File: src/rtl/ecc_err_logger_if.sv
// Decoder-status input and error-record drain port for ecc_err_logger.
// The master drives decoder status and rec_ready_i; the slave (the logger) drives the record head.
interface ecc_err_logger_if #(
  parameter int unsigned ADDR_W = 10,
  parameter int unsigned SYN_W  = 5
);
  logic              valid_i;
  logic [ADDR_W-1:0] addr_i;
  logic [SYN_W-1:0]  syndrome_i;
  logic              sb_err_i;
  logic              db_err_i;
  logic              sb_fix_i;

  logic              rec_valid_o;
  logic              rec_ready_i;
  logic [ADDR_W-1:0] rec_addr_o;
  logic [SYN_W-1:0]  rec_syn_o;
  logic              rec_db_o;
  logic              rec_fix_o;

  modport master (
    output valid_i, addr_i, syndrome_i, sb_err_i, db_err_i, sb_fix_i, rec_ready_i,
    input  rec_valid_o, rec_addr_o, rec_syn_o, rec_db_o, rec_fix_o
  );

  modport slave (
    input  valid_i, addr_i, syndrome_i, sb_err_i, db_err_i, sb_fix_i, rec_ready_i,
    output rec_valid_o, rec_addr_o, rec_syn_o, rec_db_o, rec_fix_o
  );
endinterface

File: src/rtl/ecc_err_logger.sv
// SEC-DED error logger: saturating sb/db counters, record FIFO, irq FSM.
// Optional first-event capture enabled by defining ECC_LOG_FIRST_ERR_EN.
module ecc_err_logger #(
  parameter int unsigned SYN_W     = 5,
  parameter int unsigned ADDR_W    = 10,
  parameter int unsigned CNT_W     = 16,
  parameter int unsigned LOG_DEPTH = 4,
  parameter int unsigned SB_THRESH = 8
) (
  input  logic              clk_i,
  input  logic              rst_ni,
  ecc_err_logger_if.slave   bus,
  input  logic              clr_i,
  input  logic              irq_ack_i,
  output logic [CNT_W-1:0]  sb_cnt_o,
  output logic [CNT_W-1:0]  db_cnt_o,
  output logic              ovf_o,
  output logic              irq_o,
  output logic [ADDR_W-1:0] first_addr_o,
  output logic [SYN_W-1:0]  first_syn_o
);

  localparam int unsigned AW = $clog2(LOG_DEPTH);
  localparam int unsigned RW = ADDR_W + SYN_W + 2;
  localparam logic [CNT_W-1:0] THRESH_M1 = CNT_W'(SB_THRESH - 1);

  typedef enum logic {IDLE, PEND} state_t;

  state_t state_q, state_d;

  logic evt, sb_inc, db_inc, thresh_hit, trig;

  // Events coincident with clr_i are discarded entirely.
  assign evt        = bus.valid_i & (bus.sb_err_i | bus.db_err_i) & ~clr_i;
  assign db_inc     = evt & bus.db_err_i;
  assign sb_inc     = evt & ~bus.db_err_i;
  assign thresh_hit = sb_inc & (sb_cnt_o == THRESH_M1);
  assign trig       = db_inc | thresh_hit;

  always_ff @(posedge clk_i or negedge rst_ni) begin
    if (!rst_ni) begin
      sb_cnt_o <= '0;
      db_cnt_o <= '0;
    end else if (clr_i) begin
      sb_cnt_o <= '0;
      db_cnt_o <= '0;
    end else begin
      if (sb_inc && (sb_cnt_o != '1)) sb_cnt_o <= sb_cnt_o + 1'b1;
      if (db_inc && (db_cnt_o != '1)) db_cnt_o <= db_cnt_o + 1'b1;
    end
  end

  logic [RW-1:0] mem [LOG_DEPTH];
  logic [AW:0]   wr_ptr, rd_ptr;
  logic          empty, full, pop, push, drop;
  logic [RW-1:0] head;

  assign empty = (wr_ptr == rd_ptr);
  assign full  = (wr_ptr[AW] != rd_ptr[AW]) && (wr_ptr[AW-1:0] == rd_ptr[AW-1:0]);
  assign pop   = ~empty & bus.rec_ready_i;
  // A pop in the same cycle frees the slot, so a full FIFO still accepts the push.
  assign push  = evt & (~full | pop);
  assign drop  = evt & full & ~pop;

  always_ff @(posedge clk_i or negedge rst_ni) begin
    if (!rst_ni) begin
      wr_ptr <= '0;
      rd_ptr <= '0;
      ovf_o  <= 1'b0;
    end else if (clr_i) begin
      wr_ptr <= '0;
      rd_ptr <= '0;
      ovf_o  <= 1'b0;
    end else begin
      if (push) wr_ptr <= wr_ptr + 1'b1;
      if (pop)  rd_ptr <= rd_ptr + 1'b1;
      if (drop) ovf_o  <= 1'b1;
    end
  end

  always_ff @(posedge clk_i) begin
    if (push) mem[wr_ptr[AW-1:0]] <= {bus.addr_i, bus.syndrome_i, bus.db_err_i, bus.sb_fix_i};
  end

  // Record fields read as zero whenever no record is present.
  assign head            = empty ? '0 : mem[rd_ptr[AW-1:0]];
  assign bus.rec_valid_o = ~empty;
  assign bus.rec_addr_o  = head[RW-1 -: ADDR_W];
  assign bus.rec_syn_o   = head[SYN_W+1 : 2];
  assign bus.rec_db_o    = head[1];
  assign bus.rec_fix_o   = head[0];

  always_ff @(posedge clk_i or negedge rst_ni) begin
    if (!rst_ni) state_q <= IDLE;
    else         state_q <= state_d;
  end

  always_comb begin
    state_d = state_q;
    irq_o   = 1'b0;
    unique case (state_q)
      IDLE: if (trig) state_d = PEND;
      PEND: begin
        irq_o = 1'b1;
        if (irq_ack_i && !trig) state_d = IDLE;
      end
      default: state_d = IDLE;
    endcase
    if (clr_i) state_d = IDLE;
  end

`ifdef ECC_LOG_FIRST_ERR_EN
  logic captured_q;

  always_ff @(posedge clk_i or negedge rst_ni) begin
    if (!rst_ni) begin
      captured_q   <= 1'b0;
      first_addr_o <= '0;
      first_syn_o  <= '0;
    end else if (clr_i) begin
      captured_q   <= 1'b0;
      first_addr_o <= '0;
      first_syn_o  <= '0;
    end else if (evt && !captured_q) begin
      captured_q   <= 1'b1;
      first_addr_o <= bus.addr_i;
      first_syn_o  <= bus.syndrome_i;
    end
  end
`else
  assign first_addr_o = '0;
  assign first_syn_o  = '0;
`endif

endmodule

File: src/flat_wrapper.sv
// flat-port wrapper written by rule: the top's interface ports become plain ports
module ecc_err_logger_flat 
#(
  parameter int unsigned SYN_W     = 5,
  parameter int unsigned ADDR_W    = 10,
  parameter int unsigned CNT_W     = 16,
  parameter int unsigned LOG_DEPTH = 4,
  parameter int unsigned SB_THRESH = 8
)
  (clk_i, rst_ni, clr_i, irq_ack_i, sb_cnt_o, db_cnt_o, ovf_o, irq_o, first_addr_o, first_syn_o, bus_valid_i, bus_addr_i, bus_syndrome_i, bus_sb_err_i, bus_db_err_i, bus_sb_fix_i, bus_rec_ready_i, bus_rec_valid_o, bus_rec_addr_o, bus_rec_syn_o, bus_rec_db_o, bus_rec_fix_o);
  ecc_err_logger_if #(.ADDR_W(ADDR_W), .SYN_W(SYN_W)) bus_i ();
  input  logic clk_i;
  input  logic rst_ni;
  input  logic clr_i;
  input  logic irq_ack_i;
  output logic [CNT_W-1:0] sb_cnt_o;
  output logic [CNT_W-1:0] db_cnt_o;
  output logic ovf_o;
  output logic irq_o;
  output logic [ADDR_W-1:0] first_addr_o;
  output logic [SYN_W-1:0] first_syn_o;
  input wire logic [$bits(bus_i.valid_i)-1:0] bus_valid_i;
  input wire logic [$bits(bus_i.addr_i)-1:0] bus_addr_i;
  input wire logic [$bits(bus_i.syndrome_i)-1:0] bus_syndrome_i;
  input wire logic [$bits(bus_i.sb_err_i)-1:0] bus_sb_err_i;
  input wire logic [$bits(bus_i.db_err_i)-1:0] bus_db_err_i;
  input wire logic [$bits(bus_i.sb_fix_i)-1:0] bus_sb_fix_i;
  input wire logic [$bits(bus_i.rec_ready_i)-1:0] bus_rec_ready_i;
  output wire logic [$bits(bus_i.rec_valid_o)-1:0] bus_rec_valid_o;
  output wire logic [$bits(bus_i.rec_addr_o)-1:0] bus_rec_addr_o;
  output wire logic [$bits(bus_i.rec_syn_o)-1:0] bus_rec_syn_o;
  output wire logic [$bits(bus_i.rec_db_o)-1:0] bus_rec_db_o;
  output wire logic [$bits(bus_i.rec_fix_o)-1:0] bus_rec_fix_o;
  assign bus_i.valid_i = bus_valid_i;
  assign bus_i.addr_i = bus_addr_i;
  assign bus_i.syndrome_i = bus_syndrome_i;
  assign bus_i.sb_err_i = bus_sb_err_i;
  assign bus_i.db_err_i = bus_db_err_i;
  assign bus_i.sb_fix_i = bus_sb_fix_i;
  assign bus_i.rec_ready_i = bus_rec_ready_i;
  assign bus_rec_valid_o = bus_i.rec_valid_o;
  assign bus_rec_addr_o = bus_i.rec_addr_o;
  assign bus_rec_syn_o = bus_i.rec_syn_o;
  assign bus_rec_db_o = bus_i.rec_db_o;
  assign bus_rec_fix_o = bus_i.rec_fix_o;
  ecc_err_logger #(.SYN_W(SYN_W), .ADDR_W(ADDR_W), .CNT_W(CNT_W), .LOG_DEPTH(LOG_DEPTH), .SB_THRESH(SB_THRESH)) u_core (.clk_i(clk_i), .rst_ni(rst_ni), .bus(bus_i), .clr_i(clr_i), .irq_ack_i(irq_ack_i), .sb_cnt_o(sb_cnt_o), .db_cnt_o(db_cnt_o), .ovf_o(ovf_o), .irq_o(irq_o), .first_addr_o(first_addr_o), .first_syn_o(first_syn_o));
endmodule
File: config.mk
export PLATFORM = sky130hd
export DESIGN_NAME = ecc_err_logger_flat
export DESIGN_NICKNAME = d
export VERILOG_FILES = /design/src/rtl/ecc_err_logger_if.sv /design/src/rtl/ecc_err_logger.sv /design/src/flat_wrapper.sv
export SDC_FILE = /design/constraint.sdc
export NUM_CORES = 1
export LEC_CHECK = 0
export BUFFER_PORTS_ARGS = -buffer_cell sky130_fd_sc_hd__buf_2
export CAP_MARGIN = 20
export CORE_ASPECT_RATIO = 0.9
export CORE_MARGIN = 2
export CORE_UTILIZATION = 36
export CTS_CLUSTER_SIZE = 10
export DETAILED_ROUTE_END_ITERATION = 10
export PLACE_DENSITY = 0.66
export SYNTH_ARGS = -nofsm -noshare
export SYNTH_HDL_FRONTEND = slang
export SYNTH_SLANG_ARGS = --single-unit
File: constraint.sdc
create_clock -name clk_i -period 2.4 [get_ports clk_i]
set_input_delay 0.48 -clock clk_i [delete_from_list [all_inputs] [get_ports clk_i]]
set_output_delay 0.48 -clock clk_i [all_outputs]
set_load 0.005 [all_outputs]
==> out/qor.csv, run 1 <==
metric,value,unit
antenna cells,0,
Non-Filler Instances,661,
total of warnings raised by yosys,0,
clk_lat worst skew,0.35,ns
Iteration-0 DRC Markers,187,
DRC viols,0,
Syn-to-layout area delta,18.3,%
ratio of cells with drive above 1 in the final layout,29.9,%
final hold vios,0,
Sw Ratio,26.0,%
via count,3423,
Max VDD drop,0.386,mV
Tot Pwr,4.18,mW
Yosys top cell area share,40.3,%
Post-CTS Setup Repair Bufs,0,
Post-Layout Inst Area,0.00599,mm2
adder-cell share of the synthesized area,1.73,%
Avg WL per Cell,16.1,um
minimum clock period,2.28,ns
actual slew at the worst max-slew pin,0.488,ns
Int Pwr,3.09,mW
ys async rst share,37.0,%
Final Cycle Share,95.2,%
Worst Skew,0.00842,ns
Die ar.,0.0150,mm2
Post-Syn Area,0.00506,mm2
total CTS buffers,9,
number of synthesized register bits,108,
Post-Synthesis Cells,379,
mux cell area share after synthesis,10.1,%
GPL Wtd Cong,0.848,
initial antenna violation count,0,
number of global-route vias before repair,3271,
sequential share of the synthesized area,60.1,%
combinational family with the most area after synthesis,simple AND/OR/NAND/NOR gates,
Final HPWL DP,7.20,mm
CTS sink cnt,108,
Post-Route WL,10.7,mm
Via density,5.18,
synth cell count leaders,"edfxtp_1, dfrtp_1, nor2b_1",
critical-path cell list,buf_8 > mux4_2 > nor2b_1 > buf_2,
part of the power in combinational logic,16.0,%
fmax,0.438,GHz
Initial Util,36.4,%
total track usage,14.8,%
htree depth,3,
crit-path max FO,19,
"worst slack, placed",0.0148,ns
CP top delay family,multiplexers,
Synth area leader,edfxtp_1,
setup TNS,0,ns
unrepaired setup endpoints after global routing,no,
most frequent cell after synthesis,edfxtp_1,
DP Area,0.00568,mm2
CP Class,flop to primary output,
Final ANT Viol Nets,0,
Mean Syn Cell Area,13.4,um2
IO Port Bufs,75,
Max-Cap Viols,0,
Die Span Y,117,um
Max Slew Vio Count,0,
largest net degree at the start of global routing,31,
Slowest Stage Delay on Critical Path,0.53,ns
startpoint types,flop,
Post-synth EDFFs,68,
worst hold-check path type,primary input to async pin,
WP buf/inv,2,
CP arrival,1.80,ns
# hold bufs at CTS,0,
final setup margin,0.115,ns
TritonCTS clock tree,built,
WP data required,1.92,ns
Psw,1.09,mW
CTS Root Cell,clkbuf_16,
TritonRoute pass-1 iters,4,
"Reg clk slew, reported paths",0.08,ns
simple-gate share of the synthesized area,16.3,%
P per Cell Area,697,mW/mm2
sequential share of power,48.9,%
final net count,494,
global route overflow,0,
row cnt,41,
Synth area leaders,"edfxtp_1, dfrtp_1, mux4_2, nor2b_1, buf_4",
status,completed,
post-synthesis xor/xnor area fraction,0.865,%
cts repair resizes,1,
Clk pwr share,35.1,%
crit end category,primary output,
Worst slew margin,67.0,%
Die W,129,um
Placed Cells,645,
Core Box Area,0.0139,mm2
compound-cell area share of the yosys netlist,6.65,%
clk buf depth,2,
first-pass GRT wire length,17.3,mm
Synth Flop Type,edfxtp_1,
Ports,91,
Yosys cell types,51,
CP max stage cell,mux4_2,
P_leak,2.36,nW
# setup viols final,0,
[worst paths after layout]
check | start | to | slack (ns) | cells after the start
setup / recovery | u_core.rd_ptr[0] | bus_rec_addr_o[4] | 0.12 | 4
hold / removal | rst_ni | u_core.sb_cnt_o[5] | 0.08 | 1
setup reg to reg | u_core.rd_ptr[2] | u_core.mem[0][5] | 0.18 | 4
hold reg to reg | u_core.ovf_o | u_core.ovf_o | 0.49 | 1
max in group asynchronous | rst_ni | u_core.rd_ptr[0] | 1.66 | 2
min in group clk_i | bus_addr_i[0] | u_core.mem[1][7] | 0.35 | 1
[area by class of cell]
type | instances | area, um2
multi-input cells | 245 | 1870
clock buffers | 9 | 225
clock inverters | 7 | 72.6
well taps | 193 | 241
inverters | 9 | 33.8
repair buffers | 90 | 508
fillers | 1291 | 7910
flip-flops and latches | 108 | 3040
[routing by layer]
layer  routed length, um  global-route usage, %
met4                  73                   2.97
met5                   0                      0
met1                4930                   20.2
met2                4930                   23.8
met3                 729                   4.21
[cells in the final DEF (no fill, tap or decap), types with 8 or more instances in the layout]
cell type / Yosys / routed
buf_2: 5 / 75
nor4_1: 11 / 11
nand4_1: 10 / 10
or4_1: 13 / 13
conb_1: 1 / 15
o31ai_1: 12 / 12
nor2b_1: 24 / 24
dfrtp_1: 40 / 40
a21oi_1: 14 / 14
edfxtp_1: 68 / 68
nor2_1: 19 / 19
clkbuf_16: 0 / 9
mux4_2: 17 / 17
mux2_2: 8 / 8
nand2_1: 14 / 14
nand3_1: 14 / 14
inv_1: 9 / 9
buf_4: 15 / 13
[logic make-up after synthesis]
logic type | after synthesis
and+or+nand+nor | 140
DFF | 108
AOI/OAI and AO/OA | 49
buffers and inverters | 40
muxes | 29
adders and majority gates | 7
xor gates and xnor gates | 5
other | 1
[worst reg2reg max path: stages, from the launching register on]
cell	delay, ns
dfrtp_1	0.40
xor2_1	0.31
or4b_2	0.64
and2_1	0.21
and2_2	0.36
[power by group through the flow]
stage	sequential (mW)	combinational, mW	clock [mW]
2_1_floorplan	2.08	0.420	0
3_3_place_gp	2.08	0.656	0
3_5_place_dp	2.08	0.672	0
4_1_cts	2.04	0.676	1.51
5_1_grt	2.05	0.744	1.58
6_report	2.04	0.666	1.47
[flip-flops by register name, summed over array words and instances, names as in the netlist]
signal,count
u_core.mem,68
u_core.db_cnt_o,16
u_core.sb_cnt_o,16
u_core.rd_ptr,3
u_core.wr_ptr,3
u_core.ovf_o,1
u_core.state_q,1
[through the flow]
stage          util (%)  hold slack (ns)
3_5_place_dp       40.9            0.471
5_1_grt            43.1            0.111
3_3_place_gp       40.9            0.467
2_1_floorplan         -            0.184
6_report           43.1           0.0836
4_1_cts            43.1           0.0957
No activity file was read; power rests on OpenSTA's default activity.
==> inputs of run 2 (changes only) <==
--- a/config.mk
+++ b/config.mk
@@ -12,7 +12,7 @@
 export CORE_UTILIZATION = 36
 export CTS_CLUSTER_SIZE = 10
 export DETAILED_ROUTE_END_ITERATION = 10
-export PLACE_DENSITY = 0.66
+export PLACE_DENSITY = 0.64
 export SYNTH_ARGS = -nofsm -noshare
 export SYNTH_HDL_FRONTEND = slang
 export SYNTH_SLANG_ARGS = --single-unit
==> constraint.sdc (replaced) <==
create_clock -name clk_i -period 2.15 [get_ports clk_i]
set_input_delay 0.43 -clock clk_i [delete_from_list [all_inputs] [get_ports clk_i]]
set_output_delay 0.43 -clock clk_i [all_outputs]
set_load 0.005 [all_outputs]
==> run 2 against run 1 <==
The flow now finishes with violations (negative setup slack). Largest power group unchanged. Total power is 15% higher. Die area unchanged. Flip-flop and latch count unchanged. Via count is 1.2% higher.
==> out/qor.csv, run 2 (synthesized netlist as in run 1, its figures left out) <==
metric,value,unit
Clk pwr share,33.3,%
CP arrival,1.77,ns
Int Pwr,3.56,mW
Iteration-0 DRC Markers,221,
# hold bufs at CTS,0,
largest net degree at the start of global routing,41,
TritonCTS clock tree,built,
Core Box Area,0.0139,mm2
final core occ,44.6,%
total track usage,15.0,%
first-pass GRT wire length,17.3,mm
status,"finished, violations left",
final net count,515,
# setup viols final,18,
crit end category,primary output,
"worst slack, placed",0.0119,ns
Final Cycle Share,102,%
Syn-to-layout area delta,22.4,%
Final HPWL DP,7.24,mm
WP data required,1.72,ns
htree depth,3,
Die Span Y,117,um
TritonRoute pass-1 iters,4,
via count,3463,
Ports,91,
final setup margin,-0.0508,ns
Max Slew Vio Count,0,
CTS Root Cell,clkbuf_16,
WP buf/inv,2,
WHS,0.139,ns
minimum clock period,2.20,ns
DR top layer,met4,
CP max stage cell,mux4_2,
startpoint types,flop,
final hold vios,0,
# fillers,1274,
DRC viols,0,
Die ar.,0.0150,mm2
capturing point of the worst reg2reg path,u_core.mem[1][6],
clk_lat worst skew,0.34,ns
Max VDD drop,0.372,mV
"commonest non-fill, non-tap cell in the layout",buf_2,
Final ANT Viol Nets,0,
Post-Route WL,10.9,mm
Slowest Stage Delay on Critical Path,0.50,ns
critical-path cell list,clkbuf_16 > mux4_2 > nor2b_1 > buf_2,
Psw,1.24,mW
CTS sink cnt,108,
Max-Cap Viols,0,
worst hold-check path type,primary input to async pin,
Worst slew margin,63.7,%
total CTS buffers,9,
Post-Layout Inst Area,0.00620,mm2
Avg WL per Cell,16.0,um
Via density,5.08,
crit-path max FO,5,
unrepaired setup endpoints after global routing,yes,
initial antenna violation count,0,
Worst Skew,0.00455,ns
antenna cells,0,
CP top delay family,multiplexers,
M1 WL,4.95,mm
actual slew at the worst max-slew pin,0.538,ns
"Reg clk slew, reported paths",0.07,ns
clk buf depth,2,
Crit Reg-Reg Startpoint,u_core.rd_ptr[0],
Sw Ratio,25.8,%
met3 WL,621,um
CP Class,flop to primary output,
Initial Util,36.4,%
row cnt,41,
global route overflow,0,
fmax,0.454,GHz
DP Area,0.00581,mm2
most frequent cells in the layout,"buf_2, edfxtp_1, dfrtp_1, buf_4, nor2b_1",
GPL Wtd Cong,0.800,
part of the power in combinational logic,19.0,%
Die W,129,um
failing checks,negative setup slack,
P_leak,2.48,nW
max reg flops,68,
number of global-route vias before repair,3385,
P per Cell Area,774,mW/mm2
R2R cell count,5,
sequential share of power,47.7,%
IO Port Bufs,75,
ratio of cells with drive above 1 in the final layout,32.9,%
R2R Setup Slk,0.06,ns
met2 wire length,5.24,mm
[run 2: cell types whose count changed in the layout (fill, tap and decap cells not counted), moves of 2 or more]
cell / delta
inv_8: -3
and2_2: -2
clkbuf_16: +2
inv_6: +3
and2_4: +2
buf_4: +16
buf_6: +3
[run 2: power groups by stage]
stage,registers [mW],clock network (mW),logic [mW]
2_1_floorplan,2.32,0,0.469
3_3_place_gp,2.32,0,0.761
3_5_place_dp,2.32,0,0.777
4_1_cts,2.29,1.65,0.845
5_1_grt,2.29,1.73,1.01
6_report,2.29,1.60,0.910
[run 2: timing repair]
item / in CTS / in global routing
pin swaps: 0 / 1
cloned: 1 / 3
buffers inserted: 1 / 0
setup endpoints to repair: 17 / 30
gates resized for setup: 8 / 8
[run 2: area by class of cell]
| type | instances | area, um2 | share of cell area [%] |
|---|---|---|---|
| clock buffers | 9 | 225 | 3.63 |
| clock inverters | 7 | 61.3 | 0.989 |
| repair buffers | 111 | 717 | 11.6 |
| well taps | 193 | 241 | 3.90 |
| multi-input cells | 245 | 1880 | 30.3 |
| inverters | 9 | 33.8 | 0.545 |
| flip-flops and latches | 108 | 3040 | 49.1 |
[run 2: through the flow]
stage	TNS, ns	std cells	power (mW)
2_1_floorplan	-1.36	393	2.79
3_3_place_gp	0	661	3.08
3_5_place_dp	0	661	3.10
4_1_cts	-0.770	679	4.78
5_1_grt	-1.87	682	5.04
6_report	-0.515	682	4.80
[run 2: routing by layer]
metal	vias up	global-route usage (%)
li1	1660	-
met1	1695	19.4
met2	99	25.0
met3	9	3.89
met4	0	4.93
met5	-	0
[run 2: how the worst max path moves through the flow]
| stage | start | endpoint | depth (start not counted) | slack (ns) |
|---|---|---|---|---|
| finish | u_core.rd_ptr[0] | bus_rec_addr_o[3] | 4 | -0.05 |
| global route | u_core.rd_ptr[0] | bus_rec_addr_o[0] | 6 | -0.11 |
| CTS | u_core.rd_ptr[0] | bus_rec_db_o | 4 | -0.07 |
| detailed placement | clr_i | u_core.sb_cnt_o[12] | 5 | 0.01 |
| global placement | bus_rec_ready_i | u_core.mem[0][7] | 4 | 0.06 |
| floorplan | u_core.rd_ptr[0] | u_core.mem[0][0] | 5 | -0.04 |
[run 2: worst reg2reg max path, stage by stage, from the launching register on]
cell,delay (ns)
dfrtp_2,0.48
xor2_1,0.18
or4b_2,0.64
buf_4,0.18
and3_1,0.20
buf_12,0.17
==> inputs of run 3 (changes only) <==
--- a/config.mk
+++ b/config.mk
@@ -5,14 +5,14 @@
 export SDC_FILE = /design/constraint.sdc
 export NUM_CORES = 1
 export LEC_CHECK = 0
+export ABC_AREA = 1
 export BUFFER_PORTS_ARGS = -buffer_cell sky130_fd_sc_hd__buf_2
-export CAP_MARGIN = 20
 export CORE_ASPECT_RATIO = 0.9
 export CORE_MARGIN = 2
 export CORE_UTILIZATION = 36
 export CTS_CLUSTER_SIZE = 10
 export DETAILED_ROUTE_END_ITERATION = 10
-export PLACE_DENSITY = 0.64
+export PLACE_DENSITY = 0.63
 export SYNTH_ARGS = -nofsm -noshare
 export SYNTH_HDL_FRONTEND = slang
 export SYNTH_SLANG_ARGS = --single-unit
==> run 3 against run 2 <==
Clock power about the same. Via count rose by 24%. Fmax increased by 4.1%. The run now ends clean. Critical path depth up 4. Critical endpoint is now bus_rec_addr_o[2]. Final cell count up 27%. Clock skew grew 0.0042 ns.
==> out/qor.csv, run 3 <==
metric,value,unit
final hold vios,0,
Via density,4.95,
status,completed,
Crit Reg-Reg Startpoint,u_core.rd_ptr[2],
fmax,0.473,GHz
crit-path max FO,8,
number of global-route vias before repair,3949,
part of the power in combinational logic,18.7,%
Worst Skew,0.00871,ns
capturing point of the worst reg2reg path,u_core.mem[0][5],
setup TNS,0,ns
synth cell count leaders,"nand2_1, nor2_1, edfxtp_1",
startpoint types,flop,
Post-Route WL,12.7,mm
M1 WL,5.71,mm
Tot Pwr,4.79,mW
first-pass GRT wire length,20.0,mm
Non-Filler Instances,869,
critical-path cell list,clkinv_4 > nand2_4 > a21oi_4 > nand2_4 > clkbuf_16 > nand2_1 > inv_1 > buf_2,
WHS,0.142,ns
Worst slew margin,64.3,%
largest net degree at the start of global routing,41,
final net count,697,
Synth area leaders,"edfxtp_1, dfrtp_1, nand2_1, nor2_1, nand4_1",
"Reg clk slew, reported paths",0.08,ns
Psw,1.33,mW
DP Area,0.00599,mm2
DRC viols,0,
DR top layer,met5,
via count,4300,
minimum clock period,2.11,ns
total track usage,16.0,%
# fillers,1430,
Avg WL per Cell,14.7,um
clk_lat worst skew,0.36,ns
Die ar.,0.0159,mm2
actual slew at the worst max-slew pin,0.535,ns
GPL Wtd Cong,0.920,
Post-Layout Inst Area,0.00658,mm2
worst hold-check path type,primary input to async pin,
Synth Flop Type,edfxtp_1,
Sw Ratio,27.8,%
max reg flops,68,
P per Cell Area,727,mW/mm2
crit end category,primary output,
total CTS buffers,9,
TritonCTS clock tree,built,
CTS sink cnt,108,
Core Box Area,0.0147,mm2
Worst path depth,8,
unrepaired setup endpoints after global routing,yes,
clk buf depth,2,
Syn-to-layout area delta,22.5,%
Iteration-0 DRC Markers,198,
Die Span Y,120,um
Post-Syn Area,0.00538,mm2
Yosys top cell area share,38.0,%
sequential share of power,47.5,%
antenna cells,0,
Post-Synthesis Cells,583,
Yosys cell types,30,
# setup viols final,0,
IO Port Bufs,75,
TritonRoute pass-1 iters,4,
Ports,91,
CP arrival,1.68,ns
Initial Util,36.7,%
most frequent cell after synthesis,nand2_1,
Final Cycle Share,98.3,%
WP buf/inv,4,
Max VDD drop,0.471,mV
row cnt,42,
met2 wire length,6.09,mm
total of warnings raised by yosys,0,
CP Class,flop to primary output,
"commonest non-fill, non-tap cell in the layout",nand2_1,
CP max stage cell,dfrtp_2,
R2R cell count,6,
Max-Cap Viols,0,
most frequent CP cell,nand2_4,
Final HPWL DP,7.80,mm
ratio of cells with drive above 1 in the final layout,25.0,%
Final ANT Viol Nets,0,
Slowest Stage Delay on Critical Path,0.46,ns
Int Pwr,3.46,mW
initial antenna violation count,1,
most frequent cells in the layout,"nand2_1, nor2_1, buf_2, edfxtp_1, dfrtp_1",
Synth area leader,edfxtp_1,
ys async rst share,37.0,%
Die W,133,um
Mean Syn Cell Area,9.22,um2
P_leak,2.94,nW
sequential share of the synthesized area,56.6,%
htree depth,3,
R2R Setup Slk,0.32,ns
Clk pwr share,33.8,%
Placed Cells,846,
number of synthesized register bits,108,
Post-synth EDFFs,68,
CP top delay family,flip-flops,
met3 WL,785,um
Max Slew Vio Count,0,
WP data required,1.72,ns
CTS Root Cell,clkbuf_16,
global route overflow,0,
run 3: cell count changes in the layout (fill, tap and decap cells not counted), moves of 17 or more:
cell | before | now
buf_4 | 29 | 8
inv_1 | 9 | 36
mux4_2 | 17 | 0
nor2b_1 | 24 | 0
o21ai_0 | 5 | 24
nor2_1 | 19 | 90
nand4_1 | 10 | 30
nand2_1 | 14 | 136
run 3: power groups by stage:
stage / Clock [mW] / Combinational (mW) / Sequential [mW]
global route: 1.75 / 0.981 / 2.28
floorplan: 0 / 0.390 / 2.31
CTS: 1.67 / 0.715 / 2.27
detailed placement: 0 / 0.626 / 2.32
global placement: 0 / 0.605 / 2.31
finish: 1.62 / 0.897 / 2.27
run 3: layout make-up:
type | instances | area, um2 | share of cell area [%]
inverter | 46 | 178 | 2.70
multi-input combinational | 406 | 2150 | 32.6
clock inverter | 6 | 51.3 | 0.779
timing repair buffer | 95 | 686 | 10.4
tap | 198 | 248 | 3.76
sequential | 108 | 3050 | 46.3
clock buffer | 10 | 229 | 3.48
run 3: worst max-delay path by stage:
stage                startpoint           endpoint  slack (ns)
6_report       u_core.rd_ptr[0]  bus_rec_addr_o[2]        0.04
2_1_floorplan  u_core.rd_ptr[1]   u_core.mem[0][0]        0.06
4_1_cts        u_core.rd_ptr[1]  bus_rec_addr_o[8]        0.01
3_5_place_dp   u_core.rd_ptr[0]      bus_rec_fix_o        0.21
3_3_place_gp   u_core.rd_ptr[0]  bus_rec_addr_o[8]        0.20
5_1_grt        u_core.rd_ptr[0]  bus_rec_addr_o[8]       -0.05
run 3: kinds of logic after synthesis:
| logic type | count (synthesis) | synth area share, % |
|---|---|---|
| xor+xnor | 15 | 2.44 |
| flops | 108 | 56.6 |
| buf+inv | 83 | 7.40 |
| simple gates | 321 | 26.0 |
| compound gates | 48 | 5.89 |
| other cells | 1 | 0.0697 |
| fa+ha+maj | 7 | 1.63 |
run 3: what timing repair did:
action / in CTS / in global routing
buffers inserted: 2 / 2
gates resized for setup: 13 / 42
hold buffers: 0 / 0
cloned: 1 / 3
pin swaps: 0 / 4
hold endpoints to repair: 0 / 0
setup endpoints to repair: 17 / 17
run 3: per-layer routing:
layer / GRT usage [%] / vias up
li1: - / 2096
met2: 25.5 / 141
met5: 0 / -
met4: 4.84 / 2
met1: 21.5 / 2050
met3: 4.35 / 11
run 3: stage by stage:
step / setup slack [ns] / util (%)
floorplan: 0.0570 / -
detailed placement: 0.206 / 40.8
global placement: 0.197 / 40.8
finish: 0.0368 / 44.9
CTS: 0.0126 / 43.5
global route: -0.0527 / 44.9
